**config.mk**
```make
export PLATFORM = sky130hd
export DESIGN_NAME = block_stream_emitter
export DESIGN_NICKNAME = d
export VERILOG_FILES = /design/src/rtl/block_stream_pkg.sv /design/src/rtl/block_letter_rom.sv /design/src/rtl/block_stream_emitter.sv
export SDC_FILE = /design/constraint.sdc
export NUM_CORES = 1
export LEC_CHECK = 0
export CAP_MARGIN = 20
export CORE_UTILIZATION = 35
export CTS_BUF_LIST = sky130_fd_sc_hd__clkbuf_8 sky130_fd_sc_hd__clkbuf_16
export DETAILED_ROUTE_END_ITERATION = 10
export GPL_TIMING_DRIVEN = 1
export PLACE_DENSITY_LB_ADDON = 0.15
export SYNTH_ARGS = -nofsm -noshare
export SYNTH_HDL_FRONTEND = slang
export SYNTH_HIERARCHICAL = 1
export SYNTH_SLANG_ARGS = --single-unit
```
**constraint.sdc**
```tcl
create_clock -name clk -period 3.6 [get_ports clk]
set_clock_uncertainty 0.05 [all_clocks]
set_input_delay 0.72 -clock clk [delete_from_list [all_inputs] [get_ports clk]]
set_output_delay 0.72 -clock clk [all_outputs]
set_load 0.01 [all_outputs]
```
**src/rtl/block_stream_pkg.sv**
```systemverilog
// Shared constants and types for the begin/end keyword character stream.
// The transmit and receive sides both import this package.
package block_stream_pkg;

  localparam int unsigned CHAR_W    = 8;
  localparam int unsigned IDX_W     = 3;
  localparam int unsigned CASE_W    = 5;
  localparam int unsigned GAP_W     = 3;
  localparam int unsigned LEN_BEGIN = 5;
  localparam int unsigned LEN_END   = 3;

  localparam logic [CHAR_W-1:0] ASCII_B     = 8'h62;
  localparam logic [CHAR_W-1:0] ASCII_E     = 8'h65;
  localparam logic [CHAR_W-1:0] ASCII_G     = 8'h67;
  localparam logic [CHAR_W-1:0] ASCII_I     = 8'h69;
  localparam logic [CHAR_W-1:0] ASCII_N     = 8'h6e;
  localparam logic [CHAR_W-1:0] ASCII_D     = 8'h64;
  localparam logic [CHAR_W-1:0] ASCII_SPACE = 8'h20;
  localparam logic [CHAR_W-1:0] CASE_OFFSET = 8'd32;

  typedef enum logic {
    OP_BEGIN = 1'b0,
    OP_END   = 1'b1
  } op_e;

  typedef enum logic [1:0] {
    ST_IDLE = 2'd0,
    ST_WORD = 2'd1,
    ST_GAP  = 2'd2
  } state_e;

  typedef struct packed {
    op_e               op;
    logic [CASE_W-1:0] case_mask;
  } cmd_t;

  // Index of the final letter of a word.
  function automatic logic [IDX_W-1:0] last_idx(input op_e op);
    return (op == OP_BEGIN) ? IDX_W'(LEN_BEGIN - 1) : IDX_W'(LEN_END - 1);
  endfunction

endpackage

```
**src/rtl/block_letter_rom.sv**
```systemverilog
// Maps (op, letter index, upper-case flag) to the ASCII byte of that letter.
// Out-of-range indices decode to 8'h00.
module block_letter_rom
  import block_stream_pkg::*;
(
  input  op_e               op_i,
  input  logic [IDX_W-1:0]  idx_i,
  input  logic              upper_i,
  output logic [CHAR_W-1:0] letter_c
);

  logic [CHAR_W-1:0] lower;

  always_comb begin
    lower = 8'h00;
    if (op_i == OP_BEGIN) begin
      case (idx_i)
        3'd0:    lower = ASCII_B;
        3'd1:    lower = ASCII_E;
        3'd2:    lower = ASCII_G;
        3'd3:    lower = ASCII_I;
        3'd4:    lower = ASCII_N;
        default: lower = 8'h00;
      endcase
    end else begin
      case (idx_i)
        3'd0:    lower = ASCII_E;
        3'd1:    lower = ASCII_N;
        3'd2:    lower = ASCII_D;
        default: lower = 8'h00;
      endcase
    end
    letter_c = (upper_i && (lower != 8'h00)) ? (lower - CASE_OFFSET) : lower;
  end

endmodule

```
**src/rtl/block_stream_emitter.sv**
```systemverilog
// Serialises BEGIN/END commands into an ASCII char stream with trailing
// spaces and tracks the resulting nesting depth.
module block_stream_emitter
  import block_stream_pkg::*;
#(
  parameter int unsigned DEPTH_W = 32,
  parameter int unsigned GAP     = 1
) (
  input  logic               clk,
  input  logic               reset,
  input  logic               cmd_valid,
  output logic               cmd_ready,
  input  logic               cmd_op,
  input  logic [CASE_W-1:0]  cmd_case,
  output logic [CHAR_W-1:0]  out_char,
  output logic               out_valid,
  input  logic               out_ready,
  output logic [DEPTH_W-1:0] depth,
  output logic               balanced,
  output logic               underflow,
  output logic               busy
);

  state_e              state_q, state_d;
  cmd_t                cmd_q, cmd_d;
  logic [IDX_W-1:0]    idx_q, idx_d;
  logic [GAP_W-1:0]    gap_q, gap_d;
  logic [DEPTH_W-1:0]  depth_q, depth_d;
  logic                underflow_q, underflow_d;
  logic                balanced_q, balanced_d;
  logic                out_valid_q, out_valid_d;
  logic                busy_q, busy_d;
  logic                cmd_ready_q, cmd_ready_d;
  logic [CHAR_W-1:0]   out_char_q, out_char_d;
  logic                upper_next;
  logic [CHAR_W-1:0]   letter_next;

  // Letter lookup runs on next-state values so out_char can be registered.
  block_letter_rom u_rom (
    .op_i     (cmd_d.op),
    .idx_i    (idx_d),
    .upper_i  (upper_next),
    .letter_c (letter_next)
  );

  always_comb begin
    state_d     = state_q;
    cmd_d       = cmd_q;
    idx_d       = idx_q;
    gap_d       = gap_q;
    depth_d     = depth_q;
    underflow_d = underflow_q;

    case (state_q)
      ST_IDLE: begin
        if (cmd_valid) begin
          cmd_d.op        = op_e'(cmd_op);
          cmd_d.case_mask = cmd_case;
          idx_d           = '0;
          state_d         = ST_WORD;
        end
      end
      ST_WORD: begin
        if (out_ready) begin
          if (idx_q == last_idx(cmd_q.op)) begin
            if (cmd_q.op == OP_BEGIN) begin
              if (depth_q != {DEPTH_W{1'b1}}) depth_d = depth_q + DEPTH_W'(1);
            end else if (depth_q != '0) begin
              depth_d = depth_q - DEPTH_W'(1);
            end else begin
              underflow_d = 1'b1;
            end
            if (GAP == 0) begin
              state_d = ST_IDLE;
            end else begin
              gap_d   = GAP_W'(GAP);
              state_d = ST_GAP;
            end
          end else begin
            idx_d = idx_q + IDX_W'(1);
          end
        end
      end
      ST_GAP: begin
        if (out_ready) begin
          gap_d = gap_q - GAP_W'(1);
          if (gap_q == GAP_W'(1)) state_d = ST_IDLE;
        end
      end
      default: state_d = ST_IDLE;
    endcase

    upper_next  = (idx_d < IDX_W'(CASE_W)) ? cmd_d.case_mask[idx_d] : 1'b0;
    out_valid_d = (state_d != ST_IDLE);
    busy_d      = (state_d != ST_IDLE);
    cmd_ready_d = (state_d == ST_IDLE);
    balanced_d  = (depth_d == '0) && !underflow_d;
    out_char_d  = '0;
    if (state_d == ST_WORD)     out_char_d = letter_next;
    else if (state_d == ST_GAP) out_char_d = ASCII_SPACE;
  end

  always_ff @(posedge clk or posedge reset) begin
    if (reset) begin
      state_q     <= ST_IDLE;
      cmd_q       <= '0;
      idx_q       <= '0;
      gap_q       <= '0;
      depth_q     <= '0;
      underflow_q <= 1'b0;
      balanced_q  <= 1'b1;
      out_valid_q <= 1'b0;
      busy_q      <= 1'b0;
      cmd_ready_q <= 1'b1;
      out_char_q  <= '0;
    end else begin
      state_q     <= state_d;
      cmd_q       <= cmd_d;
      idx_q       <= idx_d;
      gap_q       <= gap_d;
      depth_q     <= depth_d;
      underflow_q <= underflow_d;
      balanced_q  <= balanced_d;
      out_valid_q <= out_valid_d;
      busy_q      <= busy_d;
      cmd_ready_q <= cmd_ready_d;
      out_char_q  <= out_char_d;
    end
  end

  assign cmd_ready = cmd_ready_q;
  assign out_char  = out_char_q;
  assign out_valid = out_valid_q;
  assign depth     = depth_q;
  assign balanced  = balanced_q;
  assign underflow = underflow_q;
  assign busy      = busy_q;

endmodule

```
[Yosys cells after proc, flatten, opt, wreduce, memory -nomap -nowiden]
Cells that the tools add are included.
Cells by class
  multiplexer cells: 37
  reductions and logical operators: 12
  eq/ne operators: 14
  magnitude comparators: 2
  $add $sub $neg: 5
Operators with widths (count)
  $mux W32: 6
  $pmux W7 S5: 1
  $add A32 B1 Y32 const B: 1
  $logic_not A32 Y1: 1
  $ne A32 B32 Y1 const B: 1
  $reduce_bool A32 Y1: 1
  $sub A32 B1 Y32 const B: 1
  $mux W8: 3
  $mux W3: 7
  $pmux W7 S3: 1
  $mux W6: 3
  $pmux W3 S2: 2
  $mux W2: 5
  $reduce_bool A8 Y1: 1
  $sub A8 B6 Y8 const B: 1
  $mux W1: 7
  $eq A3 B1 Y1 const B: 2
  $eq A3 B2 Y1 const B: 2
  $ne A2 B2 Y1 const B: 3
  $pmux W2 S3: 1
  $eq A2 B1 Y1 const B: 2
  $eq A2 B2 Y1 const B: 2
  $logic_not A2 Y1: 2
  $lt A3 B4 Y1 const B: 1
  11 further kinds: 13
Storage, ports and cells
  output and inout bits: 45
  bits in registers: 58

[Longest topological paths before layout]
Gate-level depths: netlist of the first run.
  depth after elaboration: 12
  depth in mapped cells: 13
  mapped depth without buffers: 12

[Cells and area by module]
The synthesis of the first run kept the hierarchy.
Modules (own cells, without submodules)
  block_stream_emitter: cells each 403, area an instance 3711.1 um^2, times used 1
  block_letter_rom: cells each 29, area an instance 206.4 um^2, times used 1

[Worst setup path before layout of the first run]
OpenSTA, ideal clock, no wires.
  kind: in2reg
  start: in cmd_valid
  end: reg out_char_q[5], in the netlist out_char[5]
  setup time: 0.118 ns
  path slack: 0.502 ns
  path buffers: 0
  arrival time: 2.930 ns
  stages: 9
  path through: nor3b_1 > mux2_2 > mux2i_1 > mux2i_1 > mux2_2 > nor2b_1 > a22oi_1 > ha_1 > a21o_1
RTL lines
  from (decl): RTL line block_stream_emitter.sv:11  | input logic cmd_valid,
  to (signal assigned): RTL line block_stream_emitter.sv:127  | out_char_q <= out_char_d;
  to (decl): RTL line block_stream_emitter.sv:34  | logic [CHAR_W-1:0] out_char_q, out_char_d;

[Final worst setup path of the first run]
  start: reg depth_q[1], in the netlist depth[1]
  end: reg balanced_q, in the netlist balanced
Between the ends
  word-level cells in the longest chain between the ends: 8
  elaborated cells on any way between the ends: 18
  those cells by class: add/sub (2); eq/ne (1); mux (11); reduce/logical (4)
Ends and longest elaborated chain
  from (decl): RTL line block_stream_emitter.sv:28  | logic [DEPTH_W-1:0] depth_q, depth_d;
  from (signal assigned): RTL line block_stream_emitter.sv:121  | depth_q <= depth_d;
  $add A32 B1 Y32 (tied with other cells): RTL line block_stream_emitter.sv:67  | if (depth_q != {DEPTH_W{1'b1}}) depth_d = depth_q + DEPTH_W'(1);
  $mux W32 (tied with other cells): RTL line block_stream_emitter.sv:67
  $mux W32 or $mux W1 (tied branches): RTL line block_stream_emitter.sv:66  | if (cmd_q.op == OP_BEGIN) begin
  $mux W32 or $mux W1 (tied branches): RTL line block_stream_emitter.sv:65  | if (idx_q == last_idx(cmd_q.op)) begin
  $mux W32 or $mux W1 (tied branches): RTL line block_stream_emitter.sv:64  | if (out_ready) begin
  $mux W32 or $mux W1 (tied branches): RTL line block_stream_emitter.sv:54  | case (state_q)
  $logic_not A32 Y1 or $logic_not A1 Y1 (tied branches): RTL line block_stream_emitter.sv:97  | balanced_d = (depth_d == '0) && !underflow_d;
  $logic_and A1 B1 Y1 (*): RTL line block_stream_emitter.sv:97
  net balanced_d: RTL line block_stream_emitter.sv:30  | logic balanced_q, balanced_d;
  to (signal assigned): RTL line block_stream_emitter.sv:123  | balanced_q <= balanced_d;
  to (decl): RTL line block_stream_emitter.sv:30
The timed path passes the listed nets; every way through them passes the cells marked *.
A chain may end at the register's enable or synchronous reset.

==> results of run 1 <==
-- worst max-delay path by stage --
stage,startpoint,endpoint,slack (ns),depth (start not counted)
final,depth[1],balanced,0.28,11
after global routing,depth[11],balanced,0.05,9
after CTS,out_ready,balanced,0.28,10
after detailed placement,out_ready,balanced,-0.06,10
after global placement,out_ready,balanced,-0.02,10
after floorplan,cmd_valid,out_char[5],0.50,9
-- kinds of logic (layout without fill, tap and decap cells) --
| group | count (synthesis) | after routing | share of synthesized area, % |
|---|---|---|---|
| DFF | 58 | 58 | 37.11 |
| xor gates and xnor gates | 27 | 27 | 6.036 |
| adders and majority gates | 8 | 8 | 2.555 |
| other | 1 | 1 | 0.09572 |
| and+or+nand+nor | 208 | 208 | 31.78 |
| buffers and inverters | 38 | 133 | 4.599 |
| muxes | 11 | 11 | 3.034 |
| AOI/OAI and AO/OA | 81 | 81 | 14.79 |
-- metrics by stage --
| stage | power (µW) | setup TNS, ns |
|---|---|---|
| floorplan | 2027 | 0 |
| global placement | 2623 | -0.02088 |
| detailed placement | 2632 | -0.06176 |
| CTS | 3239 | 0 |
| global route | 3470 | 0 |
| finish | 3219 | 0 |
-- worst max-delay path: stages, from the launching register on --
cell	delay (ns)
dfrtp_1	0.43
inv_1	0.11
ha_1	0.18
nor4b_1	0.42
and4_1	0.41
a31oi_1	0.28
buf_4	0.22
a311oi_1	0.33
o21bai_1	0.13
nor4_1	0.22
nand4_1	0.17
nor4b_2	0.27
-- flip-flops by register name (all words and copies together), names as in the netlist --
signal and count:
idx_q 3, balanced 1, out_char 8, underflow 1, depth 32, cmd_ready 1
state_q 2, busy 1, cmd_q 6, gap_q 3
-- final cells by class --
cell class	count	share of cell area (%)
Sequential cell	58	28.57
Multi-Input combinational cell	336	44.87
Clock inverter	6	1.180
Timing Repair Buffer	107	18.69
Tap cell	140	3.442
Inverter	11	0.8114
Clock buffer	9	2.434
-- routing by layer --
metal	wire length [µm]	global-route usage [%]
met1	5587	30.70
met2	6258	40.57
met3	833	4.722
met4	580	12.04
met5	0	0
-- power by group through the flow --
| stage | sequential (µW) | clock [µW] | combinational [µW] |
|---|---|---|---|
| final | 968 | 588 | 1660 |
| after global routing | 994 | 639 | 1840 |
| after CTS | 969 | 607 | 1660 |
| after detailed placement | 981 | 0 | 1650 |
| after global placement | 978 | 0 | 1650 |
| after floorplan | 969 | 0 | 1060 |
-- placed cells by master, fill, tap and decap left out, types with 7 or more instances in the layout --
cell type,n
mux2_2,7
nand4_1,20
nand3_1,19
clkdlybuf4s50_1,54
ha_1,8
nor3_1,16
nor4_1,16
nor2_1,29
buf_4,52
xor2_1,10
and2_1,11
nand2_1,32
dfrtp_1,56
inv_1,11
o21ai_0,12
a21oi_1,15
or3_1,12
clkbuf_8,9
xnor2_1,17
==> flow_metrics.tcl, run 1 <==
set metrics [dict create \
    run_status "completed" \
    first_pass_iters 5 \
    hold_buffers 0 \
    worstMarginPinSlew_ns 0.8160 \
    drt_iter0_markers 235 \
    fin_util_pct 46.74 \
    fin_area_um2 5089 \
    cp_data_required_time_ns 3.79 \
    hold_viol_final 0 \
    seq_area_frac_synth_pct 37.11 \
    grt_pass1_wl_um 21130 \
    hold_start "cmd_q[3]" \
    max_freq_ghz 0.3010 \
    r2r_start "depth[1]" \
    power.internal_uw 1939 \
    vdd_drop_max_mv 0.4390 \
    cp_max_fo 6 \
    p_comb_share_pct 51.7 \
    swShare_pct 39.75 \
    ff_latch_area_um2 1454 \
    core_area_um2 10890 \
    drive_gt1_share_pct 18.60 \
    ys_async_sr_fraction_pct 100.0 \
    multi_input_area_um2 2283 \
    synth_cells 432 \
    antenna_found_initial 0 \
    synth_top_area_cell "dfrtp_1" \
    synth_area_um2 3918 \
    worstHoldEndpoint "cmd_q[3]" \
    place.gp.congestion 0.9695 \
    clkPwrFrac_pct 18.3 \
    io_pins 55 \
    p_per_area_nw_per_um2 632.5 \
    pre_cts_ws_ns -0.06176 \
    antenna_cells 0 \
    cts_tree "built" \
    post_cts_resize_count 0 \
    htree_levels 3 \
    area_delta_synth_final_pct 29.89 \
    dp_hpwl_um 10380 \
    insertion_delay_ns 0.34 \
    yosys_warnings 6 \
    yosysMostFrequentCell "dfrtp_1" \
    hold_ws_ns 0.4481 \
    root_buffer "clkbuf_8" \
    seqPwrFrac_pct 30.1 \
    wl_um 13260 \
    r2r_setup_slack_ns 0.28 \
    cts_buffer_depth 2 \
    cts.clk_slew.worst_paths_ns 0.07 \
    holdPathStages 1 \
    rsz0062_at_grt "no" \
    syn_nets 450 \
    die_h_um 107.8 \
    criticalPathCategory "flop to flop" \
    synthTopCellsByCount "56 x dfrtp_1, 32 x nand2_1, 29 x nor2_1" \
    post_dp_cell_area_um2 4885 \
    grt_max_degree 45 \
    rows 38 \
    instances_no_fill 667 \
    hold_path_class "flop to flop" \
    nets 541 \
    avgSynthCellArea_um2 9.068 \
    p_switching_uw 1279 \
    slew_headroom_pct 45.35 \
    postCtsSetupRepairBufs 0 \
    synth_edf_count 0 \
    vias_per_cell 5.811 \
    yosysTopAreaCellShare_pct 35.77 \
    die_x_um 107.8 \
    ys_top_cells_by_area "dfrtp_1 36%, xnor2_1 3.8%, nand4_1 3.2%" \
    drv_slew 0 \
    wl_per_cell_um 19.88 \
    setup_viol 0 \
    overflow 0 \
    drt_drc_violations_left 0 \
    antenna_left 0 \
    yosys_register_bits 58 \
    grt_usage_pct 24.61 \
    r2r_end "balanced" \
    crit_path_start_kind "flop" \
    end_kind "flop" \
    grt_pass1_vias 3823 \
    dp_cells 651 \
    cp.arrival_ns 3.51 \
    maxCapViolCount 0 \
    synth.distinct_cells 72 \
    rr_worst_depth 11 \
    fin_crit_sh_pct 92.28 \
    vias 3876 \
    nFillCells 1072 \
    numCtsBuffers 9 \
    die_area_um2 11620 \
    clkSinkCount 58 \
    synthFlopType "dfrtp_1" \
    fin_ws_ns 0.2780 \
    power_leakage_uw 0.002093 \
    initial_core_util_pct 35.98 \
    port-buffer-count 54 \
    finalCriticalPeriod_ns 3.322 \
]
Power figures use the tool's default switching activity.
==> run 2: changes to the inputs <==
--- a/config.mk
+++ b/config.mk
@@ -6,6 +6,7 @@
 export NUM_CORES = 1
 export LEC_CHECK = 0
 export CAP_MARGIN = 20
+export CORE_ASPECT_RATIO = 1.1
 export CORE_UTILIZATION = 35
 export CTS_BUF_LIST = sky130_fd_sc_hd__clkbuf_8 sky130_fd_sc_hd__clkbuf_16
 export DETAILED_ROUTE_END_ITERATION = 10
==> run 2 against run 1 <==
  * Count of clock-buffer cells in the layout rose by 1
  * Register-to-register slack lost 0.25 ns
  * Via count up 2.1%
  * Final cell count up 1.8%
  * Fmax decreased by 7.1%
  * Worst hold slack got worse by 0.0027 ns
  * Critical path type unchanged
  * Critical endpoint unchanged
  * Largest power group unchanged
==> flow_metrics.tcl, run 2 (same netlist as run 1, synthesis figures left out) <==
set metrics [dict create \
    run_status "completed" \
    root_buffer "clkbuf_16" \
    nFillCells 1069 \
    postCtsSetupRepairBufs 0 \
    cp_max_fo 7 \
    slew_headroom_pct 47.43 \
    power_leakage_uw 0.002186 \
    slowest_delay_ns 0.71 \
    die_area_um2 11620 \
    wl_um 13030 \
    hold_start "cmd_q[0]" \
    clkPwrFrac_pct 27.5 \
    dp_hpwl_um 10060 \
    rsz0062_at_grt "no" \
    grt_usage_pct 23.68 \
    drive_gt1_share_pct 19.36 \
    largest_reg_flops 32 \
    post_cts_resize_count 0 \
    grt_pass1_wl_um 20620 \
    fin_area_um2 5289 \
    max_freq_ghz 0.2797 \
    port-buffer-count 54 \
    area_delta_synth_final_pct 35.00 \
    r2r_start "depth[26]" \
    cp_top_family "simple AND/OR/NAND/NOR gates" \
    grt_max_degree 51 \
    overflow 0 \
    final_cell_mix "56 x dfrtp_1, 56 x buf_4, 54 x clkdlybuf4s50_1" \
    p_per_area_nw_per_um2 686.0 \
    die_h_um 113.0 \
    vias_per_cell 5.829 \
    ff_latch_area_um2 1454 \
    maxCapViolCount 0 \
    first_pass_iters 5 \
    drv_slew 0 \
    criticalPathCategory "flop to flop" \
    cp.depth 9 \
    hold_buffers 0 \
    crit_path_start "depth[26]" \
    hold_path_class "flop to flop" \
    holdPathStages 1 \
    fin_crit_sh_pct 99.30 \
    rr_worst_depth 9 \
    multi_input_area_um2 2283 \
    p_switching_uw 1311 \
    cp.arrival_ns 3.76 \
    rows 40 \
    drt_drc_violations_left 0 \
    finalCriticalPeriod_ns 3.575 \
    seqPwrFrac_pct 27.3 \
    io_pins 55 \
    cp_data_required_time_ns 3.79 \
    swShare_pct 36.14 \
    initial_core_util_pct 35.91 \
    critPathBufInv 1 \
    antenna_found_initial 0 \
    die_x_um 102.9 \
    vdd_drop_max_mv 0.5379 \
    cts_tree "built" \
    hold_viol_final 0 \
    cts.clk_slew.worst_paths_ns 0.06 \
    numCtsBuffers 9 \
    wl_per_cell_um 19.19 \
    tns_ns 0 \
    clkSinkCount 58 \
    setup_viol 0 \
    power.internal_uw 2317 \
    insertion_delay_ns 0.33 \
    place.gp.congestion 0.9288 \
    cts_buffer_depth 2 \
    antenna_left 0 \
    vias 3958 \
    antenna_cells 0 \
    crit_path_start_kind "flop" \
    worstMarginPinSlew_ns 0.7848 \
    grt_pass1_vias 3906 \
    htree_levels 3 \
    post_dp_cell_area_um2 4943 \
    crit_slowest_cell "or4_1" \
    end_kind "flop" \
    drt_iter0_markers 254 \
    nets 545 \
    p_comb_share_pct 45.2 \
    core_area_um2 10910 \
    cp_cell_sequence "nand4_1 -> or4_1 -> o31ai_1 -> buf_4 -> nand2_1 -> o32ai_1 -> nor4b_1 -> nand4bb_1 -> nor4b_2" \
]
run 2: power by group through the flow:
stage                     sequential (µW)  clock, µW  combinational (µW)
after CTS                             990       1010                1640
after global placement                996          0                1610
final                                 989        998                1640
after global routing                 1010       1040                1790
after floorplan                       969          0                1060
after detailed placement             1000          0                1630
run 2: final cells by class:
| cell class | count | area share [%] |
|---|---|---|
| Clock buffer | 10 | 4.519 |
| Clock inverter | 6 | 2.011 |
| Inverter | 11 | 0.7807 |
| Multi-Input combinational cell | 336 | 43.17 |
| Sequential cell | 58 | 27.49 |
| Tap cell | 147 | 3.478 |
| Timing Repair Buffer | 111 | 18.55 |
run 2: routing by layer:
layer	track usage (%)	routed length (µm)
met5	0	0
met4	13.15	690
met3	4.941	871
met2	38.22	6247
met1	29.18	5219
run 2: path summary, 6_finish.rpt:
path | to | slack [ns]
worst min-delay path | cmd_q[0] | 0.45
max in group asynchronous | balanced | 2.36
worst min register to register | cmd_q[0] | 0.45
min in group asynchronous | busy | 0.57
worst max-delay path | balanced | 0.03
worst max register to register | balanced | 0.03
run 2: stage by stage:
stage | total power, µW | hold WS, ns | std cells | setup WS, ns | util (%)
finish | 3628 | 0.4454 | 679 | 0.02511 | 48.47
global route | 3847 | 0.4642 | 679 | 0.02805 | 48.47
global placement | 2603 | 0.4298 | 663 | 0.1113 | 45.31
floorplan | 2027 | 0.4162 | 432 | 0.5022 | -
CTS | 3641 | 0.4505 | 679 | 0.1137 | 48.47
detailed placement | 2629 | 0.4374 | 663 | 0.02331 | 45.31
==> run 3: changes to the inputs <==
==> constraint.sdc (replaced) <==
create_clock -name clk -period 3.6 [get_ports clk]
set_clock_uncertainty 0.05 [all_clocks]
set_input_delay 1.08 -clock clk [delete_from_list [all_inputs] [get_ports clk]]
set_output_delay 1.08 -clock clk [all_outputs]
set_load 0.01 [all_outputs]
==> run 3 against run 2 <==
  * Clock power down 13%
  * Routed wire length grew 4.9%
  * Sequential share of layout area down 1.3 points
  * Design area grew 5.1%
  * Worst setup slack better by 0.17 ns
  * Largest power group unchanged
  * Critical path depth increased by 2
  * Non-clock buffer count up 29
  * Worst hold slack worse by 0.00076 ns
  * Combinational power increased by 5%
  * Critical path type is now primary input to flop
  * Critical endpoint is now out_char[5]
  * Die area did not move
  * Sequential cell count is the same
  * Utilization up 2.5 points
==> flow_metrics.tcl, run 3 (same netlist as run 1, synthesis figures left out) <==
set metrics [dict create \
    run_status "completed" \
    vias 4046 \
    pre_cts_ws_ns -0.3762 \
    area_delta_synth_final_pct 41.84 \
    grt_pass1_vias 4061 \
    criticalPathCategory "primary input to flop" \
    fin_crit_sh_pct 94.56 \
    antenna_cells 0 \
    grt_pass1_wl_um 21710 \
    clkSinkCount 58 \
    grt_usage_pct 25.06 \
    end_kind "flop" \
    insertion_delay_ns 0.33 \
    drt_iter0_markers 314 \
    die_x_um 102.9 \
    p_per_area_nw_per_um2 644.6 \
    initial_core_util_pct 35.91 \
    hold_path_class "flop to flop" \
    first_pass_iters 5 \
    hold_start "cmd_q[1]" \
    port-buffer-count 54 \
    cts_buffer_depth 2 \
    largest_reg_flops 32 \
    nFillCells 1056 \
    cts.clk_slew.worst_paths_ns 0.05 \
    rsz0062_at_grt "no" \
    drt_drc_violations_left 0 \
    grt_max_degree 35 \
    vdd_drop_max_mv 0.4307 \
    mostFrequentLayoutCell "buf_4" \
    ff_latch_area_um2 1454 \
    power_leakage_uw 0.002343 \
    fin_util_pct 50.93 \
    wl_um 13660 \
    cp_max_fo 6 \
    dp_hpwl_um 10660 \
    root_buffer "clkbuf_16" \
    rows 40 \
    drv_slew 0 \
    wl_per_cell_um 19.30 \
    final_cell_mix "85 x buf_4, 56 x dfrtp_1, 53 x clkdlybuf4s50_1" \
    nets 574 \
    antenna_found_initial 0 \
    fin_ws_ns 0.1958 \
    crit_path_start "cmd_valid" \
    multi_input_area_um2 2370 \
    hold_viol_final 0 \
    die_h_um 113.0 \
    antenna_left 0 \
    io_pins 55 \
    vias_per_cell 5.715 \
    max_freq_ghz 0.2938 \
    worstMarginPinSlew_ns 0.7167 \
    tns_ns 0 \
    htree_levels 3 \
    drive_gt1_share_pct 25.49 \
    core_area_um2 10910 \
    setup_viol 0 \
    cp_data_required_time_ns 3.77 \
    finalCriticalPeriod_ns 3.404 \
    r2r_start "depth[26]" \
    overflow 0 \
    die_area_um2 11620 \
    numCtsBuffers 9 \
    r2r_setup_slack_ns 0.22 \
    crit_path_start_kind "primary input" \
    cts_tree "built" \
    place.gp.congestion 0.9791 \
    maxCapViolCount 0 \
    hold_buffers 0 \
    cp.arrival_ns 3.57 \
    slew_headroom_pct 51.78 \
    hold_ws_ns 0.4446 \
]
[run 3: cell types whose count changed in the layout (fill, tap and decap cells not counted), moves of 2 or more]
cell / delta
bufinv_16: -2
buf_4: +29
nor4_2: +4
a2111oi_0: -2
nor4_1: -5
[run 3: where the power goes]
group,switching [µW],total [µW],leakage [µW],internal [µW]
registers,170,984,0.000742,814
clock network,301,870,0.000149,569
logic,853,1730,0.00145,875
total,1320,3580,0.00234,2260
[run 3: worst paths after layout]
check	to	depth (start not counted)
max in group asynchronous	depth[0]	3
max reg2reg	balanced	9
min in group asynchronous	underflow	2
min	cmd_q[1]	1
max	out_char[5]	11
min reg2reg	cmd_q[1]	1
[run 3: cell type report]
class / instances / area share (%)
Sequential cell: 58 / 26.17
Clock inverter: 5 / 0.9683
Clock buffer: 11 / 4.549
Timing Repair Buffer: 140 / 21.62
Multi-Input combinational cell: 336 / 42.65
Inverter: 11 / 0.7431
Tap cell: 147 / 3.310
[run 3: worst max-delay path, stage by stage]
cell             delay [ns]
clkdlybuf4s50_1        0.47
nor3b_2                0.21
buf_4                  0.18
mux2_2                 0.34
mux2i_1                0.13
mux2i_1                0.09
mux2_2                 0.30
nor2b_1                0.15
a22oi_1                0.19
ha_1                   0.27
a21o_1                 0.15
[run 3: what timing repair did]
action                                  in CTS  in global routing
endpoints found under the setup margin       1                  3
resized for setup                            4                 12
pin swaps                                    0                  3
setup buffers                                0                  0
[run 3: per-layer routing]
layer  GRT usage, %  routed length, µm  up-vias
met3          5.374                846       43
met1          30.41               5501     1978
li1               -                  -     1870
met4          11.64                568        0
met2          41.96               6747      155
met5              0                  0        -
[run 3: metrics by stage]
step	instances	power, µW	instance area, µm²
after floorplan	432	2027	3918
after global placement	692	2665	5161
after detailed placement	692	2687	5161
after CTS	708	3581	5482
after global routing	708	3836	5557
final	708	3582	5557
